`src/rtl/sc_level_control_pkg.sv`:
```
// rtl/sc_level_control_pkg.sv - shared FSM encoding, transition codes and default parameters
package sc_level_control_pkg;

   typedef enum logic [1:0] {
      ST_IDLE     = 2'd0,
      ST_RUN      = 2'd1,
      ST_CLEARED  = 2'd2,
      ST_GAMEOVER = 2'd3
   } scState_t;

   localparam logic [2:0] TR_NONE   = 3'b000;
   localparam logic [2:0] TR_LEVEL1 = 3'b001;
   localparam logic [2:0] TR_LEVEL2 = 3'b010;
   localparam logic [2:0] TR_LEVEL3 = 3'b011;
   localparam logic [2:0] TR_LEVEL4 = 3'b100;
   localparam logic [2:0] TR_WON    = 3'b101;

   localparam int DIV_L1_DEF     = 40;
   localparam int DIV_L2_DEF     = 30;
   localparam int DIV_L3_DEF     = 20;
   localparam int DIV_L4_DEF     = 10;
   localparam int LIVES_INIT_DEF = 3;

   // Largest of the four per-level periods; sizes the tick counter.
   function automatic int maxOf4(input int a, input int b, input int c, input int d);
      int m;
      m = a;
      if (b > m) m = b;
      if (c > m) m = c;
      if (d > m) m = d;
      return m;
   endfunction

endpackage

```
`src/rtl/sc_tick_divider.sv`:
```
// rtl/sc_tick_divider.sv - game-speed counter with registered one-cycle pulse
module sc_tick_divider #(
   parameter int CW = 6
) (
   input  logic          SC_STATEMACHINE_MAIN_CLOCK_50,
   input  logic          SC_STATEMACHINE_MAIN_RESET_InHigh,
   input  logic          load,
   input  logic          enable,
   input  logic          arm,
   input  logic [CW-1:0] period,
   output logic          pulse
);

   logic [CW-1:0] count;
   logic [CW-1:0] countNext;

   // Next count: cleared on load, wraps at period-1 while counting, otherwise frozen.
   always_comb begin
      countNext = count;
      if (load) begin
         countNext = '0;
      end else if (enable) begin
         if (count >= period - CW'(1)) countNext = '0;
         else                          countNext = count + CW'(1);
      end
   end

   // Counter and pulse registers; pulse marks the cycle in which the counter sits at period-1.
   always_ff @(posedge SC_STATEMACHINE_MAIN_CLOCK_50 or posedge SC_STATEMACHINE_MAIN_RESET_InHigh) begin
      if (SC_STATEMACHINE_MAIN_RESET_InHigh) begin
         count <= '0;
         pulse <= 1'b0;
      end else begin
         count <= countNext;
         pulse <= arm && (countNext == period - CW'(1));
      end
   end

endmodule

```
`src/rtl/sc_level_control.sv`:
```
// rtl/sc_level_control.sv - level, lives and nest bookkeeping FSM with per-level game tick
module sc_level_control
   import sc_level_control_pkg::*;
#(
   parameter int NESTS      = 5,
   parameter int LIVES_INIT = LIVES_INIT_DEF,
   parameter int DIV_L1     = DIV_L1_DEF,
   parameter int DIV_L2     = DIV_L2_DEF,
   parameter int DIV_L3     = DIV_L3_DEF,
   parameter int DIV_L4     = DIV_L4_DEF
) (
   input  logic             SC_STATEMACHINE_MAIN_CLOCK_50,
   input  logic             SC_STATEMACHINE_MAIN_RESET_InHigh,
   input  logic             load_InLow,
   input  logic [2:0]       transition_InBUS,
   input  logic             nestValid_InLow,
   input  logic [2:0]       nestIdx_InBUS,
   input  logic             death_InLow,
   output logic             nidosCompletos_OutLow,
   output logic             perdioVidas_OutLow,
   output logic [2:0]       level_OutBUS,
   output logic [1:0]       lives_OutBUS,
   output logic [NESTS-1:0] nestMask_OutBUS,
   output logic             tick_OutHigh
);

   localparam int MAX_DIV = maxOf4(DIV_L1, DIV_L2, DIV_L3, DIV_L4);
   localparam int CW      = $clog2(MAX_DIV + 1);
   localparam logic [NESTS-1:0] ONE_HOT = NESTS'(1);

   scState_t         state, stateNext;
   logic [2:0]       levelNext;
   logic [1:0]       livesNext;
   logic [NESTS-1:0] maskNext, maskSet;
   logic             divLoad;
   logic             nidosNext, perdioNext;
   logic [CW-1:0]    periodNext;

   // State and registered outputs.
   always_ff @(posedge SC_STATEMACHINE_MAIN_CLOCK_50 or posedge SC_STATEMACHINE_MAIN_RESET_InHigh) begin
      if (SC_STATEMACHINE_MAIN_RESET_InHigh) begin
         state                 <= ST_IDLE;
         level_OutBUS          <= 3'd0;
         lives_OutBUS          <= 2'(LIVES_INIT);
         nestMask_OutBUS       <= '0;
         nidosCompletos_OutLow <= 1'b1;
         perdioVidas_OutLow    <= 1'b1;
      end else begin
         state                 <= stateNext;
         level_OutBUS          <= levelNext;
         lives_OutBUS          <= livesNext;
         nestMask_OutBUS       <= maskNext;
         nidosCompletos_OutLow <= nidosNext;
         perdioVidas_OutLow    <= perdioNext;
      end
   end

   // Next state: load beats level transitions, which beat in-play nest/death strobes.
   always_comb begin
      stateNext = state;
      levelNext = level_OutBUS;
      livesNext = lives_OutBUS;
      maskNext  = nestMask_OutBUS;
      divLoad   = 1'b0;
      maskSet   = nestMask_OutBUS | (ONE_HOT << nestIdx_InBUS);
      if (!load_InLow) begin
         stateNext = ST_IDLE;
         levelNext = 3'd0;
         livesNext = 2'(LIVES_INIT);
         maskNext  = '0;
         divLoad   = 1'b1;
      end else if (transition_InBUS >= TR_LEVEL1 && transition_InBUS <= TR_LEVEL4
                   && state != ST_GAMEOVER) begin
         stateNext = ST_RUN;
         levelNext = transition_InBUS;
         maskNext  = '0;
         divLoad   = 1'b1;
      end else if (transition_InBUS == TR_WON && state != ST_GAMEOVER) begin
         stateNext = ST_IDLE;
         levelNext = 3'd0;
      end else if (state == ST_RUN) begin
         if (!nestValid_InLow && int'(nestIdx_InBUS) < NESTS) begin
            maskNext = maskSet;
         end
         if (!nestValid_InLow && int'(nestIdx_InBUS) < NESTS && (&maskSet)) begin
            // Completing the level swallows a simultaneous death.
            stateNext = ST_CLEARED;
         end else if (!death_InLow) begin
            if (lives_OutBUS <= 2'd1) begin
               livesNext = 2'd0;
               stateNext = ST_GAMEOVER;
            end else begin
               livesNext = lives_OutBUS - 2'd1;
            end
         end
      end
   end

   // Status flags and tick period follow the state/level being entered, so they register in step.
   always_comb begin
      nidosNext  = (stateNext != ST_CLEARED);
      perdioNext = (stateNext != ST_GAMEOVER);
      case (levelNext)
         3'd2:    periodNext = CW'(DIV_L2);
         3'd3:    periodNext = CW'(DIV_L3);
         3'd4:    periodNext = CW'(DIV_L4);
         default: periodNext = CW'(DIV_L1);
      endcase
   end

   sc_tick_divider #(
      .CW(CW)
   ) uTickDivider (
      .SC_STATEMACHINE_MAIN_CLOCK_50     (SC_STATEMACHINE_MAIN_CLOCK_50),
      .SC_STATEMACHINE_MAIN_RESET_InHigh (SC_STATEMACHINE_MAIN_RESET_InHigh),
      .load                              (divLoad),
      .enable                            (state == ST_RUN),
      .arm                               (stateNext == ST_RUN),
      .period                            (periodNext),
      .pulse                             (tick_OutHigh)
   );

endmodule

```
`config.mk`:
```
export PLATFORM = sky130hd
export DESIGN_NAME = sc_level_control
export DESIGN_NICKNAME = d
export VERILOG_FILES = /design/src/rtl/sc_level_control_pkg.sv /design/src/rtl/sc_tick_divider.sv /design/src/rtl/sc_level_control.sv
export SDC_FILE = /design/constraint.sdc
export NUM_CORES = 1
export LEC_CHECK = 0
export CAP_MARGIN = 0
export CORE_ASPECT_RATIO = 2
export CORE_MARGIN = 4
export CORE_UTILIZATION = 32
export CTS_CLUSTER_SIZE = 16
export DETAILED_ROUTE_END_ITERATION = 10
export GPL_ROUTABILITY_DRIVEN = 1
export SLEW_MARGIN = 20
export SYNTH_ARGS = -nofsm -noshare
export SYNTH_HDL_FRONTEND = slang
export SYNTH_SLANG_ARGS = --single-unit
```
`constraint.sdc`:
```
create_clock -name SC_STATEMACHINE_MAIN_CLOCK_50 -period 8.31 [get_ports SC_STATEMACHINE_MAIN_CLOCK_50]
set_input_delay 1.662 -clock SC_STATEMACHINE_MAIN_CLOCK_50 [delete_from_list [all_inputs] [get_ports SC_STATEMACHINE_MAIN_CLOCK_50]]
set_output_delay 1.662 -clock SC_STATEMACHINE_MAIN_CLOCK_50 [all_outputs]
set_load 0.1 [all_outputs]
```
---- Word-level counts from Yosys, hierarchy flattened ----
Cells that the tools add are included.
Widths: inputs -> output; s select.
cells by class
  multiplexer cells ....................... 28
  add/subtract/negate cells ............... 3
  equality and inequality tests ........... 18
  order comparisons ....................... 5
  shifts and indexed selects .............. 1
  reductions and logical operators ........ 10
  bitwise operators ....................... 1
operators with widths
  operator             count
  $mux 2               14
  $mux 5               5
  $mux 6               3
  $pmux 6 s3           1
  $ne 2x2->1 const B   7
  $reduce_and 5->1     2
  $mux 3               3
  $add 6x1->6 const B  1
  $eq 3x2->1 const B   2
  $eq 3x3->1 const B   2
  $eq 6x6->1           1
  $ge 6x6->1           1
  $logic_and 1x1->1    6
  $ne 3x1->1 const B   2
  $sub 6x1->6 const B  1
  $or 5x5->5           1
  $shl 1x3->5 const A  1
  $eq 2x1->1 const B   2
  $ge 3x1->1 const B   1
  $le 3x3->1 const B   1
  $lt 3x3->1 const B   1
  $ne 3x3->1 const B   1
  $reduce_and 3->1     1
  $le 2x1->1 const B   1
  4 further kinds      5
word-level totals
  logic and storage cells ................. 74
  bits in registers ....................... 21
  output and inout bits ................... 13

---- Longest topological paths before layout ----
Gate-level depths: netlist (run 1).
  depth after elaboration ................. 14
  depth in mapped cells ................... 16

---- Modules after synthesis ----
A second synthesis (run 1) with hierarchy kept.
second synthesis, totals
  cells, all modules ...................... 175
  area, all modules ....................... 1549.0 um^2
modules (own cells, without submodules)
  module            area an instance (um^2)  instances  cells an instance
  sc_level_control  867.1                    1          100
  sc_tick_divider   681.9                    1          75

---- Least setup slack after synthesis (run 1) ----
Ideal clock, no wire load.
  kind .................................... input -> register
  start ................................... input port transition_InBUS[1]
  end ..................................... register uTickDivider.pulse
  data required time ...................... 8.214 ns
  arrival time ............................ 4.769 ns
  stages on the path ...................... 14
  slack ................................... 3.446 ns
  setup time .............................. 0.096 ns
  cells stage by stage .................... buf_2 -> a211o_1 -> a21oi_1 -> a221o_1 -> nand4_2 -> ha_1 -> xnor2_1 -> ha_1 -> a211oi_1 -> nor3_1 -> or3_1 -> buf_2 -> or4b_4 -> a311oi_2
on the way
  longest elaborated chain between the ends .. 14
  elaborated cells between the ends (all ways) .. 26
  those cells by class .................... add/sub (1); order compare (3); eq/ne (6); mux (12); reduce/logical (4)
ends and longest elaborated chain
  item                                         RTL line                                        text
  from (decl)                                  sc_level_control.sv:15                          input logic [2:0] transition_InBUS,
  $ge 3x1->1, or another cell as far along     sc_level_control.sv:72                          end else if (transition_InBUS >= TR_LEVEL1 && transition_InBUS <= TR_LEVEL4
  $logic_and 1x1->1, on equally long branches  sc_level_control.sv:72, sc_level_control.sv:78
  $logic_and 1x1->1 or $mux 3 (tied branches)  sc_level_control.sv:73, sc_level_control.sv:78
  $mux 3                                       sc_level_control.sv:72
  $mux 3                                       sc_level_control.sv:66                          if (!load_InLow) begin
  $eq 3x3->1 or $eq 3x2->1 (tied branches)     sc_level_control.sv:103                         case (levelNext)
  $pmux 6 s3                                   sc_level_control.sv:103
  $sub 6x1->6                                  sc_tick_divider.sv:23, sc_tick_divider.sv:35
  $ge 6x6->1                                   sc_tick_divider.sv:23                           if (count >= period - CW'(1)) countNext = '0;
  $mux 6                                       sc_tick_divider.sv:23
  $mux 6                                       sc_tick_divider.sv:22                           end else if (enable) begin
  $mux 6                                       sc_tick_divider.sv:20                           if (load) begin
  $eq 6x6->1                                   sc_tick_divider.sv:35                           pulse <= arm && (countNext == period - CW'(1));
  $logic_and 1x1->1 (*)                        sc_tick_divider.sv:35
  to (signal assigned)                         sc_tick_divider.sv:35
  to (decl)                                    sc_tick_divider.sv:11                           output logic pulse
Mark *: on every way between the ends. The rest lies on a longest branch, timed or not.
A chain may end at the register's enable or synchronous reset.

---- Worst setup path after layout (run 1) ----
Same ends and word-level chain as after synthesis.

==> metrics.md, run 1 <==
| Metric | Value |
|---|---|
| Dpl cells | `224` |
| Commonest register cell after synthesis | `dfrtp_1` |
| Post-route ant nets | `0` |
| Worst-margin pin slew | `972 ps` |
| Final core occ | `41.4%` |
| YS warnings | `0` |
| CP max stage cell | `clkdlybuf4s50_1` |
| CP Cell Sequence | `clkdlybuf4s50_1, nor2_1, o211a_1, a21oi_1, nand2_1, ha_1, xnor2_1, ha_1, a211oi_1, nor3_1, or3_1, or4b_4, a311oi_2` |
| WL/cell | `15.0 µm` |
| CTS Buf Count | `3` |
| Register area share after synthesis | `38.2%` |
| Min Tclk post-route | `5460 ps` |
| Pre-Repair DR Iteration Count | `4` |
| Count of final setup violators | `0` |
| Worst min path class | `reg2reg` |
| Final #Nets | `195` |
| GR Util All Layers | `13.5%` |
| Post-DR vias/cell | `5.49` |
| Drt drc | `0` |
| Initial antenna violation count | `0` |
| Highest fanout seen on the critical path | `10` |
| Pwr per Cell Area | `130 mW/mm²` |
| Non-Filler Instances | `228` |
| Netlist Area Pre-Place | `0.00139 mm²` |
| Die area | `0.00552 mm²` |
| Reg2reg end | `uTickDivider.pulse$_DFF_PP0_` |
| Vias | `1251` |
| Worst r2r src | `state[0]$_DFF_PP0_` |
| RSZ-0062 raised after global routing | `false` |
| TritonCTS clock tree | `yes` |
| CP endpoint | `uTickDivider.pulse$_DFF_PP0_` |
| Rows | `33` |
| Fillers | `432` |
| GPL Wtd Cong | `0.897` |
| Worst Setup SP | `transition_InBUS[1]` |
| Layout area overhead | `23.0%` |
| Clock tree sinks | `21` |
| Flops & latches, synth | `21` |
| Final Hold Fails | `0` |
| Number of global-route vias before repair | `1202` |
| Mapped Nets | `172` |
| Initial Util | `33.6%` |
| Final wirelength | `3430 µm` |
| Avg Cell Area, Syn | `9.02 µm²` |
| Final period utilization | `65.7%` |
| Core area | `0.00413 mm²` |
| Post_cts resized | `0` |
| Hold Buf Count CTS | `0` |
| Crit path capture type | `flip-flop` |
| Reg2reg path depth | `12` |
| Critical Path AT | `5630 ps` |
| CTS root buffer | `clkbuf_8` |
| Area of the multi-input gates | `802 µm²` |
| Clock latency on the worst-skew pair | `260 ps` |
| EDFF count, synth | `0` |
| Number of port buffers | `23` |
| Post-route setup TNS | `0 ps` |
| Die span in x | `54.6 µm` |
| Largest net degree at the start of global routing | `22` |
| Synth cell types | `48` |
| Remaining Overflow, GRT | `0` |
| Max Fclk | `0.183 GHz` |
| Vert. Die Dim | `101 µm` |
| Share of post-route cells with drive strength above 1 | `9.66%` |
| Inserted Diodes | `0` |
| First-pass GRT wire length | `5460 µm` |
| R2r setup slk | `4340 ps` |
| P_leak | `0.000747 µW` |
| Relative slew slack | `35.0%` |
| Peak VDD IR | `0.0582 mV` |
| CTS clock-pin slew for the worst setup and hold paths | `80 ps` |
| H-tree levels | `1` |
| Fraction of registers with async set/reset | `100%` |
| Skew final | `1.56 ps` |
| Post-DP HPWL | `2700 µm` |
| Maxcap violations | `0` |
| Setup Buffers After CTS | `0` |
| Worst Setup Path Type | `in2reg` |
| CP peak stage delay | `640 ps` |
| FF+latch area | `531 µm²` |
| DRT iter0 DRCs | `31` |
| I/O pin count | `24` |
| Pins Over Slew Limit | `0` |
| Most frequent CP cell | `ha_1` |
| Type of origin of the critical path | `input pin` |
| Post-synthesis instance total | `154` |
| Status | `finished clean` |
| CTS Buffer Depth | `2` |
| CP required | `8480 ps` |
-- final cells by class --
type | instances | share of cell area [%]
Clock buffer | 3 | 2.42
Clock inverter | 1 | 0.293
Inverter | 9 | 1.98
Multi-Input combinational cell | 119 | 47.0
Sequential cell | 21 | 31.1
Tap cell | 52 | 3.81
Timing Repair Buffer | 23 | 13.5
-- Yosys cell counts, drive strengths merged (2+ instances only) --
| master | n | area share [%] |
|---|---|---|
| xor2 | 5 | 3.2 |
| o31a | 2 | 1.3 |
| xnor2 | 7 | 4.4 |
| nand2 | 10 | 2.7 |
| nand4 | 4 | 2.3 |
| a21oi | 5 | 1.8 |
| nor3 | 4 | 1.4 |
| and2 | 2 | 1.1 |
| nor2b | 5 | 2.3 |
| buf | 3 | 1.1 |
| inv | 9 | 2.4 |
| ha | 7 | 6.3 |
| dfstp | 4 | 7.6 |
| o211a | 2 | 1.4 |
| nor2 | 22 | 5.9 |
| mux2i | 2 | 1.4 |
| o21ai | 5 | 1.8 |
| dfrtp | 17 | 31 |
| a311oi | 2 | 1.7 |
| nand3 | 7 | 2.9 |
| a21boi | 2 | 1.1 |
| a31oi | 7 | 3.2 |
| clkbuf | 2 | 0.54 |
| a31o | 2 | 1.3 |
-- worst max-delay path: cells and delay by family --
kind / cells / cell delay, ps
xor gates and xnor gates: 1 / 340
AOI/OAI and AO/OA: 4 / 980
and+or+nand+nor: 5 / 1440
adders and majority gates: 2 / 560
buffers and inverters: 1 / 640
-- registers in the layout (all words and copies together) (netlist names) --
| signal | flops |
|---|---|
| level_OutBUS | 3 |
| lives_OutBUS | 2 |
| nestMask_OutBUS | 5 |
| nidosCompletos_OutLow | 1 |
| perdioVidas_OutLow | 1 |
| state | 2 |
| uTickDivider.count | 6 |
| uTickDivider.pulse | 1 |
-- worst min path at each step --
stage	start	endpoint	cells after the start
floorplan	uTickDivider.count[4]$_DFF_PP0_	uTickDivider.count[4]$_DFF_PP0_	2
global placement	lives_OutBUS[1]$_DFFE_PP1P_	lives_OutBUS[1]$_DFFE_PP1P_	2
detailed placement	lives_OutBUS[1]$_DFFE_PP1P_	lives_OutBUS[1]$_DFFE_PP1P_	2
CTS	lives_OutBUS[1]$_DFFE_PP1P_	lives_OutBUS[1]$_DFFE_PP1P_	2
global route	lives_OutBUS[1]$_DFFE_PP1P_	lives_OutBUS[1]$_DFFE_PP1P_	2
finish	lives_OutBUS[1]$_DFFE_PP1P_	lives_OutBUS[1]$_DFFE_PP1P_	2
-- cells by family after synthesis --
kind of cell	count (synthesis)	synth area share, %
fa+ha+maj	7	6.31
buf+inv	14	4.05
compound gates	35	18.4
xor+xnor	12	7.57
simple gates	62	23.2
mux	3	2.25
flops	21	38.2
-- metrics by stage --
step | hold slack, ps | cell area (µm²) | setup slack [ps] | power, µW
global placement | 492 | 1660 | 2680 | 155
detailed placement | 495 | 1660 | 2580 | 156
global route | 540 | 1710 | 2650 | 233
floorplan | 562 | 1390 | 3450 | 141
finish | 508 | 1710 | 2850 | 221
CTS | 512 | 1710 | 2860 | 225
-- per-layer routing --
layer	global-route usage, %	up-vias	part of all wire [%]
li1	-	598	-
met1	13.2	609	36
met2	26.0	40	59
met3	1.91	4	4.3
met4	5.37	0	1.4
met5	0	-	0
-- power by group --
part	total (µW)	internal [µW]	leakage [µW]	switching, µW
sequential	107	104	0.000277	2.48
clock	67.4	33.4	0.0000255	34.0
combinational	47.2	16.8	0.000445	30.4
total	221	154	0.000747	66.9
-- cells in the final DEF, fill, tap and decap left out, types with 2 or more instances in the layout --
cell / count
clkdlybuf4s50_1: 23
nor2_1: 22
dfrtp_1: 17
nand2_1: 10
inv_1: 8
xnor2_1: 7
a31oi_1: 7
ha_1: 7
nand3_1: 6
nor2b_1: 5
a21oi_1: 5
xor2_1: 5
o21ai_0: 4
nor3_1: 4
dfstp_2: 4
nand4_1: 3
clkbuf_8: 3
o31a_1: 2
o211a_1: 2
a21boi_0: 2
mux2i_1: 2
Power figures use the tool's default switching activity.
==> inputs of run 2 (changes only) <==
Clock period 8.31 ns to 5.05 ns, I/O delays scaled along.
==> run 2 against run 1 <==
  * Via count is 1.2% lower
  * Non-clock buffer count is 1 higher
  * Final area is 0.44% higher
  * Wire length is 1.0% lower
  * Die area stayed put
  * Global-route usage is 0.34 points higher
  * Combinational power is 67% higher
  * Largest cell class unchanged
  * Highest routed layer unchanged
==> metrics.md, run 2 (synthesis gave the netlist of run 1 again) <==
| Metric | Value |
|---|---|
| Post-DR vias/cell | `5.40` |
| Setup Buffers After CTS | `0` |
| CTS Buf Count | `3` |
| Top Registers | `uTickDivider.count: 6 flops, nestMask_OutBUS: 5 flops, level_OutBUS: 3 flops` |
| Design area | `0.00172 mm²` |
| Status | `finished clean` |
| Inserted Diodes | `0` |
| Vias | `1236` |
| Max reg flops | `6` |
| M3 GR Usage | `1.33%` |
| Drt drc | `0` |
| Reg2reg end | `uTickDivider.pulse$_DFF_PP0_` |
| Layout area overhead | `23.5%` |
| Number of port buffers | `23` |
| Reg2reg path depth | `12` |
| Core area | `0.00413 mm²` |
| Post-route ant nets | `0` |
| Die area | `0.00552 mm²` |
| Pre-Repair DR Iteration Count | `4` |
| I/O pin count | `24` |
| Count of final setup violators | `0` |
| Type of origin of the critical path | `input pin` |
| DRT iter0 DRCs | `32` |
| Worst-margin pin slew | `972 ps` |
| Final hold slack | `499 ps` |
| Hold Crit Start | `lives_OutBUS[1]$_DFFE_PP1P_` |
| Final core occ | `41.5%` |
| Worst min path class | `reg2reg` |
| Most frequent cells in the layout | `23 x clkdlybuf4s50_1, 22 x nor2_1, 17 x dfrtp_1` |
| Clock latency on the worst-skew pair | `260 ps` |
| Largest net degree at the start of global routing | `22` |
| Relative slew slack | `35.0%` |
| Initial Util | `33.6%` |
| Number of global-route vias before repair | `1275` |
| CTS clock-pin slew for the worst setup and hold paths | `80 ps` |
| Share of post-route cells with drive strength above 1 | `10.2%` |
| GPL Wtd Cong | `0.852` |
| CTS root buffer | `clkbuf_8` |
| Initial antenna violation count | `0` |
| Post-DP HPWL | `2670 µm` |
| Hold Buf Count CTS | `0` |
| Highest fanout seen on the critical path | `9` |
| First-pass GRT wire length | `5710 µm` |
| Met1 Use GR | `14.6%` |
| Pins Over Slew Limit | `0` |
| Rows | `33` |
| Maxcap violations | `0` |
| Skew final | `2.00 ps` |
| Final Hold Fails | `0` |
| Dpl cell area | `0.00167 mm²` |
| Final #Nets | `196` |
| H-tree levels | `1` |
| Min Tclk post-route | `4600 ps` |
| R2r setup slk | `1310 ps` |
| GR Util All Layers | `13.8%` |
| Max Fclk | `0.217 GHz` |
| Post_cts resized | `0` |
| Final period utilization | `91.1%` |
| Vert. Die Dim | `101 µm` |
| Peak VDD IR | `0.155 mV` |
| Final wirelength | `3400 µm` |
| Hold path endpoint | `lives_OutBUS[1]$_DFFE_PP1P_` |
| Die span in x | `54.6 µm` |
| Min-Delay Path Depth | `2` |
| P_leak | `0.000752 µW` |
| RSZ-0062 raised after global routing | `false` |
| Crit path capture type | `flip-flop` |
| Fillers | `423` |
| CTS Buffer Depth | `2` |
| Worst Setup Path Type | `in2reg` |
| Remaining Overflow, GRT | `0` |
| Commonest non-fill, non-tap cell in the layout | `clkdlybuf4s50_1` |
| Clock tree sinks | `21` |
| Worst r2r src | `state[0]$_DFF_PP0_` |
| Critical Path AT | `4770 ps` |
| TritonCTS clock tree | `yes` |
| Post-route setup TNS | `0 ps` |
| WL/cell | `14.8 µm` |
| Pwr per Cell Area | `213 mW/mm²` |
| GR Layer Usage met2 | `26.4%` |
| CP required | `5220 ps` |
| Most Crowded Layer GR | `met2` |
| Largest register by flop count | `uTickDivider.count` |
==> run 2: cell types whose count changed in the layout (fill, tap and decap cells not counted) <==
cell and change:
buf_4 +1
==> run 2: metrics by stage <==
step	worst slack [ps]	power, µW	cells
6_report	449	366	229
5_1_grt	176	385	229
4_1_cts	450	371	229
3_5_place_dp	178	258	225
3_3_place_gp	321	256	225
2_1_floorplan	838	232	154
==> run 2: critical path, stage by stage <==
cell             delay (ps)
clkdlybuf4s50_1         630
nor2_1                  160
o211a_1                 270
a21oi_1                 270
nand2_1                 180
ha_1                    240
xnor2_1                 330
ha_1                    330
a211oi_1                230
nor3_1                   60
or3_1                   360
or4b_4                  490
a311oi_2                210
==> run 2: power breakdown <==
group | switching (µW) | internal, µW
Sequential | 3.96 | 171
Combinational | 50.4 | 28.5
Clock | 56.3 | 54.9
==> run 2: worst max path at each step <==
stage / start / to / cells after the start
detailed placement: transition_InBUS[1] / uTickDivider.pulse$_DFF_PP0_ / 13
global placement: transition_InBUS[1] / uTickDivider.pulse$_DFF_PP0_ / 13
floorplan: transition_InBUS[1] / uTickDivider.pulse$_DFF_PP0_ / 14
global route: transition_InBUS[1] / uTickDivider.pulse$_DFF_PP0_ / 15
CTS: transition_InBUS[1] / uTickDivider.pulse$_DFF_PP0_ / 13
finish: transition_InBUS[1] / uTickDivider.pulse$_DFF_PP0_ / 13
==> run 2: area by class of cell <==
cell class                      instances  area (µm²)  share of cell area [%]
Tap cell                               52        65.1                    3.79
Sequential cell                        21         531                    30.9
Multi-Input combinational cell        119         802                    46.8
Timing Repair Buffer                   24         238                    13.9
Inverter                                9        33.8                    1.97
Clock buffer                            3        41.3                    2.41
Clock inverter                          1        5.00                   0.292
==> run 2: routing by layer <==
metal	up-vias	share of wire (%)
met5	-	0
met4	0	2.1
met3	6	4.0
met2	39	57
met1	591	36
li1	600	-
==> inputs of run 3 (changes only) <==
Settings changed: CORE_MARGIN 4 to 3.
==> run 3 against run 2 <==
  * First-iteration DRC count rose by 41%
  * Die area fell by 5.6%
  * Largest cell class unchanged
  * Critical path depth did not move
  * Sequential share of layout area did not move
  * Combinational power barely moved
  * Global-route usage rose by 0.30 points
  * Critical endpoint unchanged
  * Non-clock buffer count did not move
  * Final area did not move
  * Clock power barely moved
  * Critical path type unchanged
  * Hold slack improved by 9.9 ps
  * Fmax fell by 1.5%
==> metrics.md, run 3 (synthesis gave the netlist of run 1 again) <==
| Metric | Value |
|---|---|
| Pins Over Slew Limit | `0` |
| Post-route ant nets | `0` |
| Reg power frac | `48.2%` |
| Number of port buffers | `23` |
| Area of the multi-input gates | `802 µm²` |
| Maxcap violations | `0` |
| FF+latch area | `531 µm²` |
| Status | `finished clean` |
| Post-DP HPWL | `2650 µm` |
| Number of global-route vias before repair | `1260` |
| P_leak | `0.000752 µW` |
| Drt drc | `0` |
| Max Fclk | `0.214 GHz` |
| Skew final | `2.72 ps` |
| First-pass GRT wire length | `5660 µm` |
| Critical Path AT | `4840 ps` |
| Design area | `0.00172 mm²` |
| Pwr per Cell Area | `212 mW/mm²` |
| Top Registers | `uTickDivider.count: 6 flops, nestMask_OutBUS: 5 flops, level_OutBUS: 3 flops` |
| Rows | `33` |
| CTS Buf Count | `3` |
| Final wirelength | `3390 µm` |
| Largest register by flop count | `uTickDivider.count` |
| Worst Setup Path Type | `in2reg` |
| Sw frac | `29.9%` |
| WL/cell | `14.8 µm` |
| Share of total power in combinational logic | `21.7%` |
| Clock tree sinks | `21` |
| Max reg flops | `6` |
| Setup Buffers After CTS | `0` |
| I/O pin count | `24` |
| Clock Power Share | `30.1%` |
| Commonest non-fill, non-tap cell in the layout | `clkdlybuf4s50_1` |
| Final #Nets | `196` |
| Clock latency on the worst-skew pair | `260 ps` |
| GPL Wtd Cong | `0.979` |
| Most frequent cells in the layout | `23 x clkdlybuf4s50_1, 22 x nor2_1, 17 x dfrtp_1` |
| DRT iter0 DRCs | `45` |
| Final period utilization | `92.5%` |
| Type of origin of the critical path | `input pin` |
| Layout area overhead | `23.5%` |
| P_sw | `109 µW` |
| P_int | `255 µW` |
| Dpl cell area | `0.00167 mm²` |
| Count of final setup violators | `0` |
| Worst Setup SP | `transition_InBUS[1]` |
| Fillers | `429` |
| Initial Util | `33.6%` |
| Dpl cells | `225` |
| Relative slew slack | `34.9%` |
| Post-DR vias/cell | `5.39` |
| GR Util All Layers | `14.1%` |
| Min Tclk post-route | `4670 ps` |
| Remaining Overflow, GRT | `0` |
| Worst min path class | `reg2reg` |
| Vert. Die Dim | `99.2 µm` |
| Vias | `1234` |
| Worst-margin pin slew | `973 ps` |
| Core area | `0.00413 mm²` |
| CTS clock-pin slew for the worst setup and hold paths | `80 ps` |
| Share of post-route cells with drive strength above 1 | `10.2%` |
| Die area | `0.00521 mm²` |
| Highest fanout seen on the critical path | `9` |
| CP required | `5220 ps` |
| Hold Crit Start | `lives_OutBUS[1]$_DFFE_PP1P_` |
| Die span in x | `52.6 µm` |
| H-tree levels | `1` |
| Worst r2r src | `state[1]$_DFF_PP0_` |
| Largest net degree at the start of global routing | `22` |
| Inserted Diodes | `0` |
| Final Hold Fails | `0` |
| Initial antenna violation count | `0` |
| Pre-Repair DR Iteration Count | `4` |
| Post-route setup TNS | `0 ps` |
| Peak VDD IR | `0.142 mV` |
| TritonCTS clock tree | `yes` |
| Hold Buf Count CTS | `0` |
| CTS Buffer Depth | `2` |
| Crit path capture type | `flip-flop` |
| CTS root buffer | `clkbuf_8` |
| Non-Filler Instances | `229` |
| Post_cts resized | `0` |
| RSZ-0062 raised after global routing | `false` |
run 3: cell counts in the layout (fill, tap and decap cells not counted):
Identical to the previous run, type by type.
run 3: per-stage QoR:
step | util [%] | hold WS [ps] | power, µW | setup slack [ps]
6_report | 41.5 | 508 | 364 | 380
5_1_grt | 41.5 | 555 | 386 | 134
4_1_cts | 41.5 | 518 | 371 | 411
3_5_place_dp | 40.4 | 503 | 257 | 212
3_3_place_gp | 40.4 | 494 | 256 | 324
2_1_floorplan | - | 562 | 232 | 838
run 3: worst paths after layout:
kind	end	slack, ps	depth (start not counted)
min in group asynchronous	nestMask_OutBUS[3]$_DFFE_PP0P_	1210	2
worst min-delay path	lives_OutBUS[1]$_DFFE_PP1P_	510	2
worst min register to register	lives_OutBUS[1]$_DFFE_PP1P_	510	2
max in group asynchronous	level_OutBUS[1]$_DFF_PP0_	3320	2
worst max register to register	uTickDivider.pulse$_DFF_PP0_	1220	12
worst max-delay path	uTickDivider.pulse$_DFF_PP0_	380	13
run 3: worst max-delay path, cell delays in order:
cell,delay (ps)
clkdlybuf4s50_1,620
nor2_1,160
o211a_1,270
a21oi_1,280
nand2_1,170
ha_1,240
xnor2_1,350
ha_1,330
a211oi_1,250
nor3_1,60
or3_1,390
or4b_4,500
a311oi_2,200
run 3: layer usage:
| metal | share of wire [%] | routed length (µm) | GRT usage, % |
|---|---|---|---|
| met1 | 37 | 1250 | 15.5 |
| met2 | 56 | 1900 | 25.8 |
| met3 | 4.1 | 138 | 1.35 |
| met4 | 2.9 | 99 | 6.69 |
| met5 | 0 | 0 | 0 |
run 3: area by class of cell:
| cell class | instances | area share [%] |
|---|---|---|
| clock buffer | 3 | 2.41 |
| timing repair buffer | 24 | 13.9 |
| sequential | 21 | 30.9 |
| inverter | 9 | 1.97 |
| multi-input combinational | 119 | 46.8 |
| clock inverter | 1 | 0.292 |
| tap | 52 | 3.79 |
run 3: power by group through the flow:
| stage | Sequential, µW | Clock, µW | Combinational [µW] |
|---|---|---|---|
| after detailed placement | 178 | 0 | 78.8 |
| final | 175 | 110 | 79.0 |
| after global routing | 176 | 124 | 86.6 |
| after global placement | 178 | 0 | 77.6 |
| after floorplan | 190 | 0 | 41.7 |
| after CTS | 175 | 116 | 79.6 |
